### config.mk
export PLATFORM = sky130hd
export DESIGN_NAME = dmem_ctrl
export DESIGN_NICKNAME = d
export VERILOG_FILES = /design/src/rtl/dmem_pkg.sv /design/src/rtl/dmem_lane_unit.sv /design/src/rtl/dmem_ctrl.sv
export SDC_FILE = /design/constraint.sdc
export NUM_CORES = 1
export LEC_CHECK = 0
export ABC_AREA = 1
export ABC_CLOCK_PERIOD_IN_PS = 4900
export CAP_MARGIN = 20
export CORE_UTILIZATION = 30
export CTS_CLUSTER_SIZE = 14
export DETAILED_ROUTE_END_ITERATION = 6
export SLEW_MARGIN = 20
export SYNTH_ARGS = -nofsm -noshare
export SYNTH_HDL_FRONTEND = slang
export SYNTH_SLANG_ARGS = --single-unit
### constraint.sdc
create_clock -name clk -period 4.9 [get_ports clk]
set_clock_uncertainty 0.15 [all_clocks]
set_input_delay 0.98 -clock clk [delete_from_list [all_inputs] [get_ports clk]]
set_output_delay 0.98 -clock clk [all_outputs]
set_load 0.1 [all_outputs]
### src/rtl/dmem_pkg.sv
// Shared types and lane helpers for the data-memory controller.
package dmem_pkg;

    typedef enum logic [1:0] {
        SZ_B = 2'b00,
        SZ_H = 2'b01,
        SZ_W = 2'b10
    } size_e;

    typedef enum logic [2:0] {
        StIdle,
        StAccess,
        StWait,
        StMerge,
        StResp
    } state_e;

    function automatic logic [31:0] load_extract(input logic [31:0] word,
                                                 input logic [1:0]  lane,
                                                 input logic [1:0]  size,
                                                 input logic        is_unsigned);
        logic [31:0] res;
        logic [7:0]  b;
        logic [15:0] h;
        b = word[{lane, 3'b000} +: 8];
        h = lane[1] ? word[31:16] : word[15:0];
        case (size)
            SZ_B:    res = {{24{b[7] & ~is_unsigned}}, b};
            SZ_H:    res = {{16{h[15] & ~is_unsigned}}, h};
            default: res = word;
        endcase
        return res;
    endfunction

    function automatic logic [31:0] store_merge(input logic [31:0] old,
                                                input logic [31:0] wdata,
                                                input logic [1:0]  lane,
                                                input logic [1:0]  size);
        logic [31:0] res;
        res = old;
        case (size)
            SZ_B: res[{lane, 3'b000} +: 8] = wdata[7:0];
            SZ_H: begin
                if (lane[1]) res[31:16] = wdata[15:0];
                else         res[15:0]  = wdata[15:0];
            end
            default: res = wdata;
        endcase
        return res;
    endfunction

endpackage

### src/rtl/dmem_lane_unit.sv
// Combinational load-extract and store-merge for one RAM word.
module dmem_lane_unit
    import dmem_pkg::*;
(
    input  logic [31:0] rdata_word,
    input  logic [31:0] wdata,
    input  logic [1:0]  lane,
    input  logic [1:0]  size,
    input  logic        is_unsigned,
    output logic [31:0] load_data,
    output logic [31:0] merge_data
);

    assign load_data  = load_extract(rdata_word, lane, size, is_unsigned);
    assign merge_data = store_merge(rdata_word, wdata, lane, size);

endmodule

### src/rtl/dmem_ctrl.sv
// Data-memory controller: byte/half/word access onto a word-wide RAM with
// read-modify-write for sub-word stores.
module dmem_ctrl
    import dmem_pkg::*;
#(
    parameter int unsigned RAM_DEPTH   = 1024,
    parameter int unsigned RAM_LATENCY = 1,
    parameter logic [31:0] BASE_ADDR   = 32'h0000_0000,
    localparam int unsigned ADDR_W     = $clog2(RAM_DEPTH)
) (
    input  logic              clk,
    input  logic              rst,
    input  logic              req_valid,
    output logic              req_ready,
    input  logic              req_we,
    input  logic [31:0]       req_addr,
    input  logic [1:0]        req_size,
    input  logic              req_unsigned,
    input  logic [31:0]       req_wdata,
    output logic              resp_valid,
    output logic              resp_err,
    output logic [31:0]       resp_rdata,
    output logic [ADDR_W-1:0] ram_addr,
    output logic [31:0]       ram_din,
    output logic              ram_we,
    output logic              ram_regce,
    input  logic [31:0]       ram_dout
);

    localparam logic [32:0] LIMIT    = 33'(RAM_DEPTH) << 2;
    localparam logic [1:0]  LAST_CNT = 2'(RAM_LATENCY - 1);

    state_e              state_q, state_d;
    logic                we_q, we_d, uns_q, uns_d, err_q, err_d;
    logic [ADDR_W-1:0]   addr_q, addr_d;
    logic [1:0]          lane_q, lane_d, size_q, size_d, cnt_q, cnt_d;
    logic [31:0]         wdata_q, wdata_d, rdata_q, rdata_d, merge_q, merge_d;
    logic [31:0]         offset, load_data, merge_data;
    logic                req_err, word_store;

    assign offset     = req_addr - BASE_ADDR;
    assign word_store = we_q && (size_q == SZ_W);

    always_comb begin
        case (req_size)
            SZ_B:    req_err = 1'b0;
            SZ_H:    req_err = req_addr[0];
            SZ_W:    req_err = |req_addr[1:0];
            default: req_err = 1'b1;
        endcase
        // Addresses below BASE_ADDR wrap to a huge offset and fail here too.
        if ({1'b0, offset} >= LIMIT) req_err = 1'b1;
    end

    dmem_lane_unit u_lane (
        .rdata_word  (ram_dout),
        .wdata       (wdata_q),
        .lane        (lane_q),
        .size        (size_q),
        .is_unsigned (uns_q),
        .load_data   (load_data),
        .merge_data  (merge_data)
    );

    always_comb begin
        state_d = state_q;
        we_d    = we_q;
        uns_d   = uns_q;
        err_d   = err_q;
        addr_d  = addr_q;
        lane_d  = lane_q;
        size_d  = size_q;
        cnt_d   = cnt_q;
        wdata_d = wdata_q;
        rdata_d = rdata_q;
        merge_d = merge_q;
        case (state_q)
            StIdle: begin
                if (req_valid) begin
                    we_d    = req_we;
                    uns_d   = req_unsigned;
                    err_d   = req_err;
                    addr_d  = offset[ADDR_W+1:2];
                    lane_d  = req_addr[1:0];
                    size_d  = req_size;
                    wdata_d = req_wdata;
                    rdata_d = '0;
                    cnt_d   = '0;
                    state_d = req_err ? StResp : StAccess;
                end
            end
            StAccess: state_d = word_store ? StResp : StWait;
            StWait: begin
                if (cnt_q == LAST_CNT) begin
                    if (we_q) begin
                        merge_d = merge_data;
                        state_d = StMerge;
                    end else begin
                        rdata_d = load_data;
                        state_d = StResp;
                    end
                end else begin
                    cnt_d = cnt_q + 2'd1;
                end
            end
            StMerge: state_d = StResp;
            StResp:  state_d = StIdle;
            default: state_d = StIdle;
        endcase
    end

    always_comb begin
        req_ready  = 1'b0;
        resp_valid = 1'b0;
        resp_err   = 1'b0;
        resp_rdata = '0;
        ram_addr   = '0;
        ram_din    = '0;
        ram_we     = 1'b0;
        ram_regce  = 1'b0;
        case (state_q)
            StIdle: req_ready = 1'b1;
            StAccess: begin
                ram_addr  = addr_q;
                ram_regce = 1'b1;
                if (word_store) begin
                    ram_we  = 1'b1;
                    ram_din = wdata_q;
                end
            end
            StWait: begin
                ram_addr  = addr_q;
                ram_regce = 1'b1;
            end
            StMerge: begin
                ram_addr = addr_q;
                ram_we   = 1'b1;
                ram_din  = merge_q;
            end
            StResp: begin
                resp_valid = 1'b1;
                resp_err   = err_q;
                resp_rdata = rdata_q;
            end
            default: ;
        endcase
    end

    always_ff @(posedge clk) begin
        if (rst) begin
            state_q <= StIdle;
            we_q    <= 1'b0;
            uns_q   <= 1'b0;
            err_q   <= 1'b0;
            addr_q  <= '0;
            lane_q  <= '0;
            size_q  <= '0;
            cnt_q   <= '0;
            wdata_q <= '0;
            rdata_q <= '0;
            merge_q <= '0;
        end else begin
            state_q <= state_d;
            we_q    <= we_d;
            uns_q   <= uns_d;
            err_q   <= err_d;
            addr_q  <= addr_d;
            lane_q  <= lane_d;
            size_q  <= size_d;
            cnt_q   <= cnt_d;
            wdata_q <= wdata_d;
            rdata_q <= rdata_d;
            merge_q <= merge_d;
        end
    end

endmodule

* Word-level counts from Yosys, hierarchy flattened
Index checks and enable logic that the tools add are counted.
W data, S select, Z words.
** Word-level totals
- Bits in registers :: 118
- Input port bits :: 103
- Output and inout port bits :: 79
- Word-level logic and storage cells :: 77
** Cells by class
- $add $sub $neg :: 2
- Order comparisons :: 1
- Equal/unequal tests :: 12
- Shift operators :: 3
- Multiplexer cells :: 31
- Bitwise logic cells :: 3
- Reductions and logical operators :: 14
** Operators with widths (number)
- $pmux W32 S2 :: 4
- $mux W32 :: 5
- $mux W16 :: 3
- $bwmux W32 :: 1
- $ge A32 B13 Y1 const B :: 1
- $shift A8 B7 Y32 const A :: 1
- $shiftx A32 B6 Y8 :: 1
- $shiftx A8 B7 Y32 :: 1
- $mux W3 :: 5
- $pmux W3 S4 :: 1
- $mux W10 :: 1
- $ne A2 B2 Y1 const B :: 4
- $neg A5 Y7 :: 1
- $eq A3 B2 Y1 const B :: 2
- $logic_not A2 Y1 :: 3
- $mux W1 :: 6
- $reduce_and A3 Y1 :: 2
- $eq A2 B1 Y1 const B :: 2
- $eq A2 B2 Y1 const B :: 2
- $mux W2 :: 2
- $pmux W2 S2 :: 1
- $reduce_and A2 Y1 :: 2
- $reduce_and A4 Y1 :: 1
- $reduce_or A2 Y1 :: 2
- other kinds (11) :: 12

* Depth between registers and ports, before layout
Gate-level depths: netlist of run 1.
- Word-level depth :: 6
- Depth in mapped cells :: 14
- Mapped depth without buffers :: 11

* Cells and area by module
From an unflattened synthesis of run 1, not the netlist that was laid out.
** Unflattened totals
- Cell total of the unflattened synthesis :: 1094
- Area, all modules :: 6961.7 µm²
** By module, submodules not included
- dmem_ctrl :: instances 1, cells each 692, area an instance 4976.0 µm², seq. area each 2362.3 µm²
- dmem_lane_unit :: instances 1, cells each 402, area an instance 1985.7 µm², seq. area each 0.0 µm²

* Least setup slack after synthesis of run 1
Ideal clock, no wire load.
- Path type :: reg-to-output
- From :: reg state_q[1]
- To :: out resp_rdata[10]
- Arrival :: 3.647 ns
- Data required time :: 3.770 ns
- Setup slack :: 0.123 ns
- Stages on the path, launching flop included :: 7
- Buffers on the path :: 1
- Cell sequence :: dfxtp_1 -> nor2_1 -> inv_1 -> nor2_1 -> inv_1 -> buf_1 -> nor2_1
** On the way
- Cells in the longest elaborated chain, start to end :: 2
** RTL lines
- start, declared :: line dmem_ctrl.sv:33 : state_e state_q, state_d;
- start signal, assigned :: line dmem_ctrl.sv:151 : state_q <= StIdle;
- start signal, assigned :: line dmem_ctrl.sv:163 : state_q <= state_d;
- $eq A3 B3 Y1 :: line dmem_ctrl.sv:121 : case (state_q)
- $mux W32 :: line dmem_ctrl.sv:121
- end, declared :: line dmem_ctrl.sv:22 : output logic [31:0] resp_rdata,
Every way passes these cells.

* Final worst setup path of run 1
- From :: reg size_q[1]
- To :: out ram_din[3]
** On the way
- Cells in the longest elaborated chain, start to end :: 4
** RTL lines
- start, declared :: line dmem_ctrl.sv:36 : logic [1:0] lane_q, lane_d, size_q, size_d, cnt_q, cnt_d;
- start signal, assigned :: line dmem_ctrl.sv:169 : size_q <= size_d;
- $eq A2 B2 Y1 :: line dmem_ctrl.sv:42 : assign word_store = we_q && (size_q == SZ_W);
- $logic_and A1 B1 Y1 :: line dmem_ctrl.sv:42
- $mux W32 :: line dmem_ctrl.sv:126 : if (word_store) begin
- $pmux W32 S2 :: line dmem_ctrl.sv:121
- end, declared :: line dmem_ctrl.sv:24 : output logic [31:0] ram_din,
Every way passes these cells.

==> results of run 1 <==
==> stage by stage <==
step           utilization, %  area, um2  hold slack [ps]  worst slack (ps)  total power [uW]
2_1_floorplan               -       7030              280               123              1380
3_3_place_gp             38.4       8750              289              1360              1570
3_5_place_dp             38.4       8750              293              1230              1570
4_1_cts                  41.0       9350              302               780              2820
5_1_grt                  41.0       9350              324               578              2930
6_report                 41.0       9350              302               782              2800
==> final timing paths <==
path                   from    endpoint  slack (ps)  cells after the start
hold reg to reg   addr_q[4]   addr_q[4]         300                      2
setup reg to reg  size_q[1]  rdata_q[0]        1940                      8
setup / recovery  size_q[1]  ram_din[3]         780                      5
hold / removal    addr_q[4]   addr_q[4]         300                      2
==> cells in the final DEF (no fill, tap or decap), types with 4 or more instances in the layout <==
cell,instances
a21oi_1,125
a31oi_1,22
buf_4,77
clkbuf_16,17
clkdlybuf4s50_1,115
clkinv_2,4
clkinvlp_4,7
dfxtp_1,118
ha_1,6
inv_1,119
inv_2,9
nand2_1,205
nand2_2,4
nand3_1,36
nor2_1,137
nor2_2,5
nor3_1,5
o211ai_1,34
o21ai_0,159
o21ai_1,20
o22ai_1,8
or2_2,8
==> sequential cells by signal (all words and copies together), names as in the netlist <==
name     flops
addr_q      10
err_q        1
state_q      3
we_q         1
merge_q     32
rdata_q     32
lane_q       2
size_q       2
wdata_q     32
uns_q        1
cnt_q        2
==> layout make-up <==
cell class	instances	area [um2]	area share, %
Clock buffer	20	467	4.99
Inverter	131	495	5.30
Sequential cell	118	2360	25.3
Multi-Input combinational cell	788	3780	40.4
Timing Repair Buffer	192	1730	18.5
Clock inverter	12	128	1.37
Tap cell	313	392	4.19
==> routing by layer <==
layer / wire [um] / vias up / part of all wire, % / global-route usage [%]
met2: 11500 / 301 / 46 / 33.4
met5: 10 / - / 0.040 / 0
met3: 1890 / 41 / 7.5 / 5.13
li1: - / 3925 / - / -
met1: 11200 / 3467 / 45 / 27.9
met4: 518 / 2 / 2.1 / 6.36
==> worst max-delay path: cells and delay by family (launching register included) <==
kind / cells / cell delay [ps]
AO/OA/AOI/OAI: 1 / 390
buffers and inverters: 2 / 770
AND/OR/NAND/NOR: 2 / 350
flip-flops: 1 / 1030
==> synth_stat cells, types with 6 or more instances <==
library cell	instances
a21oi_1	125
a31oi_1	22
buf_2	34
buf_4	6
clkbuf_1	28
dfxtp_1	118
ha_1	6
inv_1	120
inv_2	9
nand2_1	205
nand3_1	36
nor2_1	137
o211ai_1	34
o21ai_0	159
o21ai_1	20
o22ai_1	8
or2_2	8
==> power by group <==
part / internal, uW / leakage, uW / switching, uW
combinational: 184 / 0.00235 / 339
clock: 784 / 0.000272 / 462
sequential: 1000 / 0.000963 / 34.4
total: 1970 / 0.00359 / 836
==> logic make-up after synthesis <==
| family | count (synthesis) | share of synthesized area, % |
|---|---|---|
| compound gates | 373 | 28.5 |
| fa+ha+maj | 6 | 1.07 |
| buf+inv | 208 | 12.6 |
| flops | 118 | 33.6 |
| simple gates | 409 | 24.1 |
==> flow_summary.toml, run 1 <==
[grt]
grt_max_degree = 49
grt_util_all_layers_pct = 21.0
grt_pass1_vias = 7229
grt-ovfl-total = 0
antenna_found_initial = 3
grt_pass1_wl_um = 39200

[synthesis]
yosys_warnings = 0
ys_ff_latch = 118
yosysUniqueCellTypes = 36
ys_dominant_reg_cell = "dfxtp_1"
synth_seq_area_share_pct = 33.6
synth_edf_count = 0
synth_nets = 1223
async_flop_share_pct = 0
synthTopCellsByArea = "dfxtp_1 (34%), o21ai_0 (11%), nand2_1 (11%)"
avgSynthCellArea_um2 = 6.31
synth_top_cell_area_share_pct = 33.6
synthCells = 1114
yosys.area.top_type = "dfxtp_1"
syn_area_mm2 = 0.00703

[clock_tree]
cts_root_buf = "clkbuf_16"
clock-sinks = 118
clock_latency_ps = 420
postCtsSetupBuffers = 0
clk_pin_slew_ps = 60
cts_tree = "done"
cts_buffers = 17
hold_buffers = 0
cts_buffer_depth = 2
htreeDepth = 4
postCtsResizedCells = 0

[floorplanning]
start_util_pct = 30.8
rows = 55
ios = 182
die_y_um = 155
core_region_area_mm2 = 0.0228
die_area_mm2 = 0.0240
die_w_um = 155

[timing]
fin_crit_ps = 4120
period_share_pct = 84.0
rsz0062_at_grt = "false"
slew_viol_final = 0
hold_viol = 0
fin_tns_setup_ps = 0
tightest_slew_ps = 1080
slew_headroom_pct = 27.6
fmax_mhz = 243
setup_violations = 0

[placed_design]
gp_congestion = 0.879
dp_hpwl_um = 18100
dp_cells = 1542
io_buffers = 181

[setup_path]
worst_ep_arrival_time_ps = 2990
critical_path.max_fanout = 33
worstPathCellList = "nand3_1 > nor2_1 > inv_1 > o21ai_0 > buf_4"
start_kind = "register"
required_ps = 3770
cp_slowest_cell = "dfxtp_1"
cp-end-kind = "output pin"
critPathKind = "register to output pin"
crit_path_max_incr_delay_ps = 1030

[layout]
stdcell_count = 1574
fillers = 2453
layout-drive-gt1-share_pct = 11.4
antenna_cells = 0
final_nets = 1357
syn_to_final_growth_pct = 33.0

[routing]
routed_wl_um = 25100
avgRoutedWirePerCell_um = 16.0
final_antenna_net_count = 0
first_iter_violations = 580
vias = 7736
viasPerCell = 4.91
drc = 0
drt_pass1_iterations = 5

[power]
power_density_mw_per_mm2 = 300
peakVddDrop_mv = 0.166
leakage_uw = 0.00359

[outcome]
status = "completed"

[hold_path]
worstHoldPathType = "register to register"

[run]
cap_violations = 0
Power figures use the tool's default switching activity.
==> run 2: changes to the inputs <==
Settings changed: ABC_CLOCK_PERIOD_IN_PS 4900 to 3400.
Clock period 4.9 ns to 3.4 ns, I/O delays scaled along.
==> run 2 against run 1 <==
Effect of this change:
- critical path depth rose by 1
- sequential power rose by 45%
- utilization rose by 2.4 points
- combinational power rose by 50%
- wire length rose by 3.3%
- first-iteration DRC count fell by 1.4%
- hold slack improved by 3.0 ps
- count of clock-buffer cells in the layout fell by 2
- worst setup slack got worse by 500 ps
- cell area rose by 5.9%
- largest cell class unchanged
- highest routed layer is now met4
==> flow_summary.toml, run 2 (synthesized netlist as in run 1, its figures left out) <==
[timing]
fin_tns_setup_ps = 0
fin_crit_ps = 3120
fmax_mhz = 320
finalWorstSetupSlack_ps = 280
slew_headroom_pct = 49.6
slew_viol_final = 0
tightest_slew_ps = 756
period_share_pct = 91.8
hold_viol = 0
setup_violations = 0
rsz0062_at_grt = "false"

[grt]
grt_pass1_wl_um = 40600
grt-ovfl-total = 0
grt_max_degree = 77
grt_util_all_layers_pct = 21.8
grt_pass1_vias = 7196
antenna_found_initial = 0

[clock_tree]
clock-sinks = 118
cts_buffer_depth = 2
clock_latency_ps = 420
postCtsSetupBuffers = 0
cts_tree = "done"
hold_buffers = 0
cts_buffers = 17
htreeDepth = 4
cts_root_buf = "clkbuf_16"
postCtsResizedCells = 0
clk_pin_slew_ps = 60

[floorplanning]
start_util_pct = 30.8
rows = 55
die_area_mm2 = 0.0240
die_y_um = 155
core_region_area_mm2 = 0.0228
ios = 182
die_w_um = 155

[routing]
avgRoutedWirePerCell_um = 16.5
first_iter_violations = 572
drc = 0
vias = 7902
viasPerCell = 5.01
routed_wl_um = 26000
drt_pass1_iterations = 6
final_antenna_net_count = 0

[layout]
antenna_cells = 0
fillers = 2395
reg.largest.list = "merge_q (32), rdata_q (32), wdata_q (32)"
fin_util_pct = 43.5
layout-drive-gt1-share_pct = 15.5
syn_to_final_growth_pct = 40.9
final_common_cell = "nand2_1"
layout_common_cells = "nand2_1 (205), o21ai_0 (157), a21oi_1 (125)"
final_nets = 1361

[placed_design]
io_buffers = 181
gp_congestion = 0.856
dp_hpwl_um = 18700
pre_cts_slack_ps = 759

[run]
cap_violations = 0

[hold_path]
worstHoldPathType = "register to register"
hold_end = "addr_q[7]"
holdPathStages = 2
min_from = "addr_q[7]"

[setup_path]
rrSetupSlack_ps = 1030
critPathKind = "register to output pin"
worstRegToRegCells = 9
timing.rr.start = "size_q[1]"
critical_path.max_fanout = 33
required_ps = 2570
worst_ep_arrival_time_ps = 2290
cp-end-kind = "output pin"
r2r-end = "rdata_q[1]"
cp-startpoint = "size_q[1]"
start_kind = "register"

[power]
power_density_mw_per_mm2 = 418
peakVddDrop_mv = 0.244
leakage_uw = 0.00374
finalPower_uw = 4140

[outcome]
status = "completed"
## run 2: changes by cell type in the layout (fill, tap and decap cells not counted), sizes merged
cell | previous run | this run
clkbuf | 20 | 18
clkinvlp | 7 | 3
clkdlybuf4s50 | 115 | 102
buf | 77 | 94
bufinv | 2 | 3
clkinv | 5 | 10
## run 2: area by class of cell
type,instances,area (um2),share of cell area (%)
clock buffer,18,439,4.44
clock inverter,14,179,1.81
inverter,131,495,5.00
multi-input combinational,788,3880,39.2
sequential,118,2360,23.9
tap,313,392,3.96
timing repair buffer,196,2150,21.7
## run 2: through the flow
step	area (um2)	hold slack, ps	std cells
after global routing	9900	327	1578
final	9900	305	1578
after global placement	9280	292	1546
after detailed placement	9280	296	1546
after floorplan	7130	280	1114
after CTS	9900	305	1578
## run 2: power by group
part	switching (uW)	internal, uW	leakage, uW
registers	45.9	1440	0.000963
logic	510	271	0.00249
clock network	696	1180	0.000292
total	1250	2890	0.00374
## run 2: critical path, stage by stage, from the launching register on
cell	delay (ps)
dfxtp_1	630
nand3_1	160
nor2_1	130
inv_1	40
buf_4	240
o21ai_0	410
buf_12	230
## run 2: worst max-delay path by stage
stage                     slack [ps]  cells after the start     endpoint
after floorplan                 -480                      7   ram_din[0]
after global placement           820                      6  ram_din[31]
after detailed placement         760                      8   ram_din[2]
after CTS                        300                      8   ram_din[2]
after global routing             130                      8  ram_din[20]
final                            280                      6  ram_din[28]
## run 2: metal layers
layer	up-vias	GRT usage, %	wire [um]
met1	3607	29.7	11900
met2	311	33.5	11600
met5	-	0	0
met3	40	5.46	1890
li1	3944	-	-
met4	0	7.31	625
==> run 3: changes to the inputs <==
Settings changed: CTS_CLUSTER_DIAMETER set to 80.
==> results of run 3 <==
No change in the layout: final DEF, timing and power equal those of run 2.
==> RTL edit 1 (config.mk and constraints of run 2) <==
Register the output `resp_err`, without a reset; this adds one clock of latency there. The other outputs are not delayed to match.
--- a/src/rtl/dmem_ctrl.sv
+++ b/src/rtl/dmem_ctrl.sv
@@ -29,6 +29,8 @@
 
     localparam logic [32:0] LIMIT    = 33'(RAM_DEPTH) << 2;
     localparam logic [1:0]  LAST_CNT = 2'(RAM_LATENCY - 1);
+
+    logic resp_err_d;
 
     state_e              state_q, state_d;
     logic                we_q, we_d, uns_q, uns_d, err_q, err_d;
@@ -112,7 +114,7 @@
     always_comb begin
         req_ready  = 1'b0;
         resp_valid = 1'b0;
-        resp_err   = 1'b0;
+        resp_err_d = 1'b0;
         resp_rdata = '0;
         ram_addr   = '0;
         ram_din    = '0;
@@ -139,7 +141,7 @@
             end
             StResp: begin
                 resp_valid = 1'b1;
-                resp_err   = err_q;
+                resp_err_d = err_q;
                 resp_rdata = rdata_q;
             end
             default: ;
@@ -174,5 +176,9 @@
         end
     end
 
+    always_ff @(posedge clk) begin
+        resp_err <= resp_err_d;
+    end
+
 endmodule
 
Function: changed (a bounded check fails within 4 cycles, from zero or initial values and one cycle with rst high).
==> RTL edit 1 against run 2 <==
Total power is 1.4% lower; via count shrank 1.6%; sequential cell count increased by 1; design area decreased by 0.25%; combinational power decreased by 1%; synthesized cell count fell by 0.27%; critical path depth rose by 2; global-route usage down 0.33 points; worst setup slack better by 1.5 ps; register-to-register slack got worse by 50 ps; wire length shrank 2.6%; final cell count decreased by 0.38%; synthesized area is essentially flat.
==> RTL edit 1: results (changes against run 2) <==
.. list-table::
   :header-rows: 1

   * - Metric
     - Value
   * - Seq/Total Area, Yosys
     - 33.9% (was 33.6%)
   * - Global placer's final weighted congestion
     - 0.883 (was 0.856)
   * - Dominant cells by area after synthesis
     - sky130_fd_sc_hd__dfxtp_1, sky130_fd_sc_hd__o21ai_0, sky130_fd_sc_hd__nand2_1, sky130_fd_sc_hd__a21oi_1, sky130_fd_sc_hd__nor2_1 (unchanged)
   * - Ys async rst share
     - 0% (unchanged)
   * - Count of flip-flops and latches
     - 119 (was 118)
   * - Power density of the placed cells
     - 413 nW/um^2 (was 418 nW/um^2)
   * - Mapped Cells
     - 1111 (was 1114)
   * - Maximum cell stage delay along the critical path
     - 320 ps (was 630 ps)
   * - Post-detailed-placement half-perimeter wirelength
     - 18.2 mm (was 18.7 mm)
   * - Clock tree buffer count of the final layout
     - 21 (was 18)
   * - Worst hold slack across all endpoints
     - 283 ps (was 305 ps)
   * - Number of detailed-routing iterations run before antenna repair
     - 5 (was 6)
   * - Hold Startpoint
     - err_q (was addr_q[7])
   * - Fraction of final layout cells sized beyond drive strength 1
     - 15.1% (was 15.5%)
   * - ClkCell Share
     - 5.93% (was 6.24%)
   * - Worst VDD drop
     - 323 uV (was 244 uV)
   * - Worst-case hold path end point
     - resp_err (was addr_q[7])
   * - Non-clk buf share
     - 21.7% (about the same)
   * - Outcome
     - completed (unchanged)
   * - Vias in the first global route
     - 7323 (was 7196)
   * - Total placed cells including tap cells
     - 1543 (was 1546)
   * - Per-cell via count in the routed design
     - 4.95 (was 5.01)
   * - Storage cell area
     - 2380 sq um (was 2360 sq um)
   * - Reg2Reg Setup Slack
     - 980 ps (was 1030 ps)
   * - Pre-CTS setup slack
     - 717 ps (was 759 ps)
   * - CP top delay family
     - buffers and inverters (was flip-flops)
   * - Total cell area at the placement stage
     - 9290 sq um (was 9280 sq um)
   * - Bufs w/o clock
     - 195 (was 196)
   * - Total nets after synthesis
     - 1220 (was 1223)
   * - Combined global-route utilization of all metal layers
     - 21.5% (was 21.8%)
   * - Leakage power figure
     - 3.71 nW (was 3.74 nW)
   * - Fill cells
     - 2401 (was 2395)
   * - Rel. slew slack
     - 34.3% (was 49.6%)
   * - Power Internal
     - 2.90 mW (was 2.89 mW)
   * - Largest fanout on the critical path
     - 23 (was 33)
   * - Starting DRT DRC Count
     - 567 (was 572)
   * - Multi-input gate area in the final layout
     - 3880 sq um (about the same)
   * - Synth top cells by count
     - sky130_fd_sc_hd__nand2_1, sky130_fd_sc_hd__o21ai_0, sky130_fd_sc_hd__nor2_1 (unchanged)
   * - Non-CTS inverters
     - 129 (was 131)
   * - Sequential fraction of design power
     - 36.6% (was 35.9%)
   * - Multi-input gates
     - 787 (was 788)
RTL edit 1: how the worst max path moves through the flow:
stage | from | end | slack [ps] | cells past startpoint
floorplan | state_q[0] | ram_din[18] | -510 | 7
global placement | size_q[0] | ram_din[21] | 470 | 6
detailed placement | state_q[0] | ram_din[31] | 720 | 8
CTS | state_q[0] | ram_din[31] | 250 | 8
global route | state_q[0] | ram_din[31] | 130 | 8
finish | state_q[0] | ram_din[31] | 280 | 8
RTL edit 1: cell families after synthesis:
logic type	after synthesis	share of synthesized area [%]
AOI/OAI and AO/OA	373	28.6
adders and majority gates	6	1.07
buffers and inverters	205	12.4
DFF	119	33.9
and+or+nand+nor	408	24.1
RTL edit 1: routing by layer:
layer  routed length [um]  vias to the layer above  track usage, %
li1                     -                     3937               -
met1                11200                     3538            27.8
met2                11700                      268            34.8
met3                 1800                       34            5.04
met4                  571                        2            7.87
met5                   13                        -               0
==> RTL edit 2 (settings of run 2) <==
Made on the original files. Change the parameter `RAM_DEPTH` from 1024 to 512.
--- a/src/rtl/dmem_ctrl.sv
+++ b/src/rtl/dmem_ctrl.sv
@@ -3,7 +3,7 @@
 module dmem_ctrl
     import dmem_pkg::*;
 #(
-    parameter int unsigned RAM_DEPTH   = 1024,
+    parameter int unsigned RAM_DEPTH   = 512,
     parameter int unsigned RAM_LATENCY = 1,
     parameter logic [31:0] BASE_ADDR   = 32'h0000_0000,
     localparam int unsigned ADDR_W     = $clog2(RAM_DEPTH)
Ports: changed (resized ram_addr); port bits go from 182 to 181. No check against the original RTL was run, so the function may have changed too.
==> RTL edit 2 against run 2 <==
Worst hold slack got worse by 3.7 ps; synthesized area rose by 0.61%; design area grew 5.4%; fmax is 4.4% higher; global-route usage fell by 0.52 points; worst setup slack better by 130 ps; final cell count is 3.5% higher; wire length down 1.6%; sequential cell count fell by 1; synthesized cell count up 4.6%; total power up 2.1%; clock power up 3%; largest cell class unchanged.
==> RTL edit 2: results (changes against run 2) <==
.. list-table::
   :header-rows: 1

   * - Metric
     - Value
   * - Outcome
     - completed (unchanged)
   * - CP Data Arrival Time
     - 2160 ps (was 2290 ps)
   * - Maximum cell stage delay along the critical path
     - 430 ps (was 630 ps)
   * - Total cell area at the placement stage
     - 9820 sq um (was 9280 sq um)
   * - Worst-case hold path end point
     - addr_q[4] (was addr_q[7])
   * - Total vias in the final route
     - 7974 (was 7902)
   * - Length of routed met3 wiring
     - 1.71 mm (was 1.89 mm)
   * - Leakage power figure
     - 3.92 nW (was 3.74 nW)
   * - Fill cells
     - 2405 (was 2395)
   * - Worst VDD drop
     - 344 uV (was 244 uV)
   * - Start of the worst register-to-register path
     - size_q[0] (was size_q[1])
   * - Arithmetic-cell share of the synthesized area counting full adders, half adders and majority gates
     - 1.06% (was 1.07%)
   * - Routed wire length on met2
     - 11.7 mm (was 11.6 mm)
   * - Post-synth cell types
     - 33 (was 36)
   * - CP top delay family
     - buffers and inverters (was flip-flops)
   * - Largest fanout on the critical path
     - 17 (was 33)
   * - Number of detailed-routing iterations run before antenna repair
     - 5 (was 6)
   * - ClkCell Share
     - 5.90% (was 6.24%)
   * - Wire length of the first global-routing pass
     - 40.2 mm (was 40.6 mm)
   * - Global routing usage on met1
     - 30.0% (was 29.7%)
   * - Endpoint of the worst setup timing path
     - ram_din[8] (was ram_din[28])
   * - Combined global-route utilization of all metal layers
     - 21.3% (was 21.8%)
   * - Post-detailed-placement half-perimeter wirelength
     - 18.8 mm (was 18.7 mm)
   * - Clock sink count
     - 117 (was 118)
   * - Non-CTS inverters
     - 138 (was 131)
   * - Pre-CTS setup slack
     - 821 ps (was 759 ps)
   * - Wire length after detailed routing
     - 25.6 mm (was 26.0 mm)
   * - Dominant cells by area after synthesis
     - sky130_fd_sc_hd__dfxtp_1, sky130_fd_sc_hd__o21ai_0, sky130_fd_sc_hd__nand2_1, sky130_fd_sc_hd__a21oi_1, sky130_fd_sc_hd__nor2_1 (unchanged)
   * - Clock tree buffer count of the final layout
     - 22 (was 18)
==> RTL edit 2: cell types whose count changed after synthesis, moves of 5 or more <==
cell                       delta
sky130_fd_sc_hd__o21ai_0     +24
sky130_fd_sc_hd__o21ai_1     -18
sky130_fd_sc_hd__nor3_1      +11
sky130_fd_sc_hd__nor2_1      +20
sky130_fd_sc_hd__nand3_1     +10
sky130_fd_sc_hd__buf_2       -11
sky130_fd_sc_hd__o221ai_1     +5
sky130_fd_sc_hd__nand2_1     +36
sky130_fd_sc_hd__o211ai_1    -23
sky130_fd_sc_hd__a31oi_1     -18
sky130_fd_sc_hd__inv_1       +10
sky130_fd_sc_hd__a21oi_1      +7
sky130_fd_sc_hd__clkbuf_1    +11
==> RTL edit 2: power by group <==
part	leakage (nW)	switching (mW)	total, mW	internal, mW
combinational	2.66	0.536	0.823	0.287
clock	0.300	0.667	1.92	1.26
sequential	0.955	0.0447	1.48	1.43
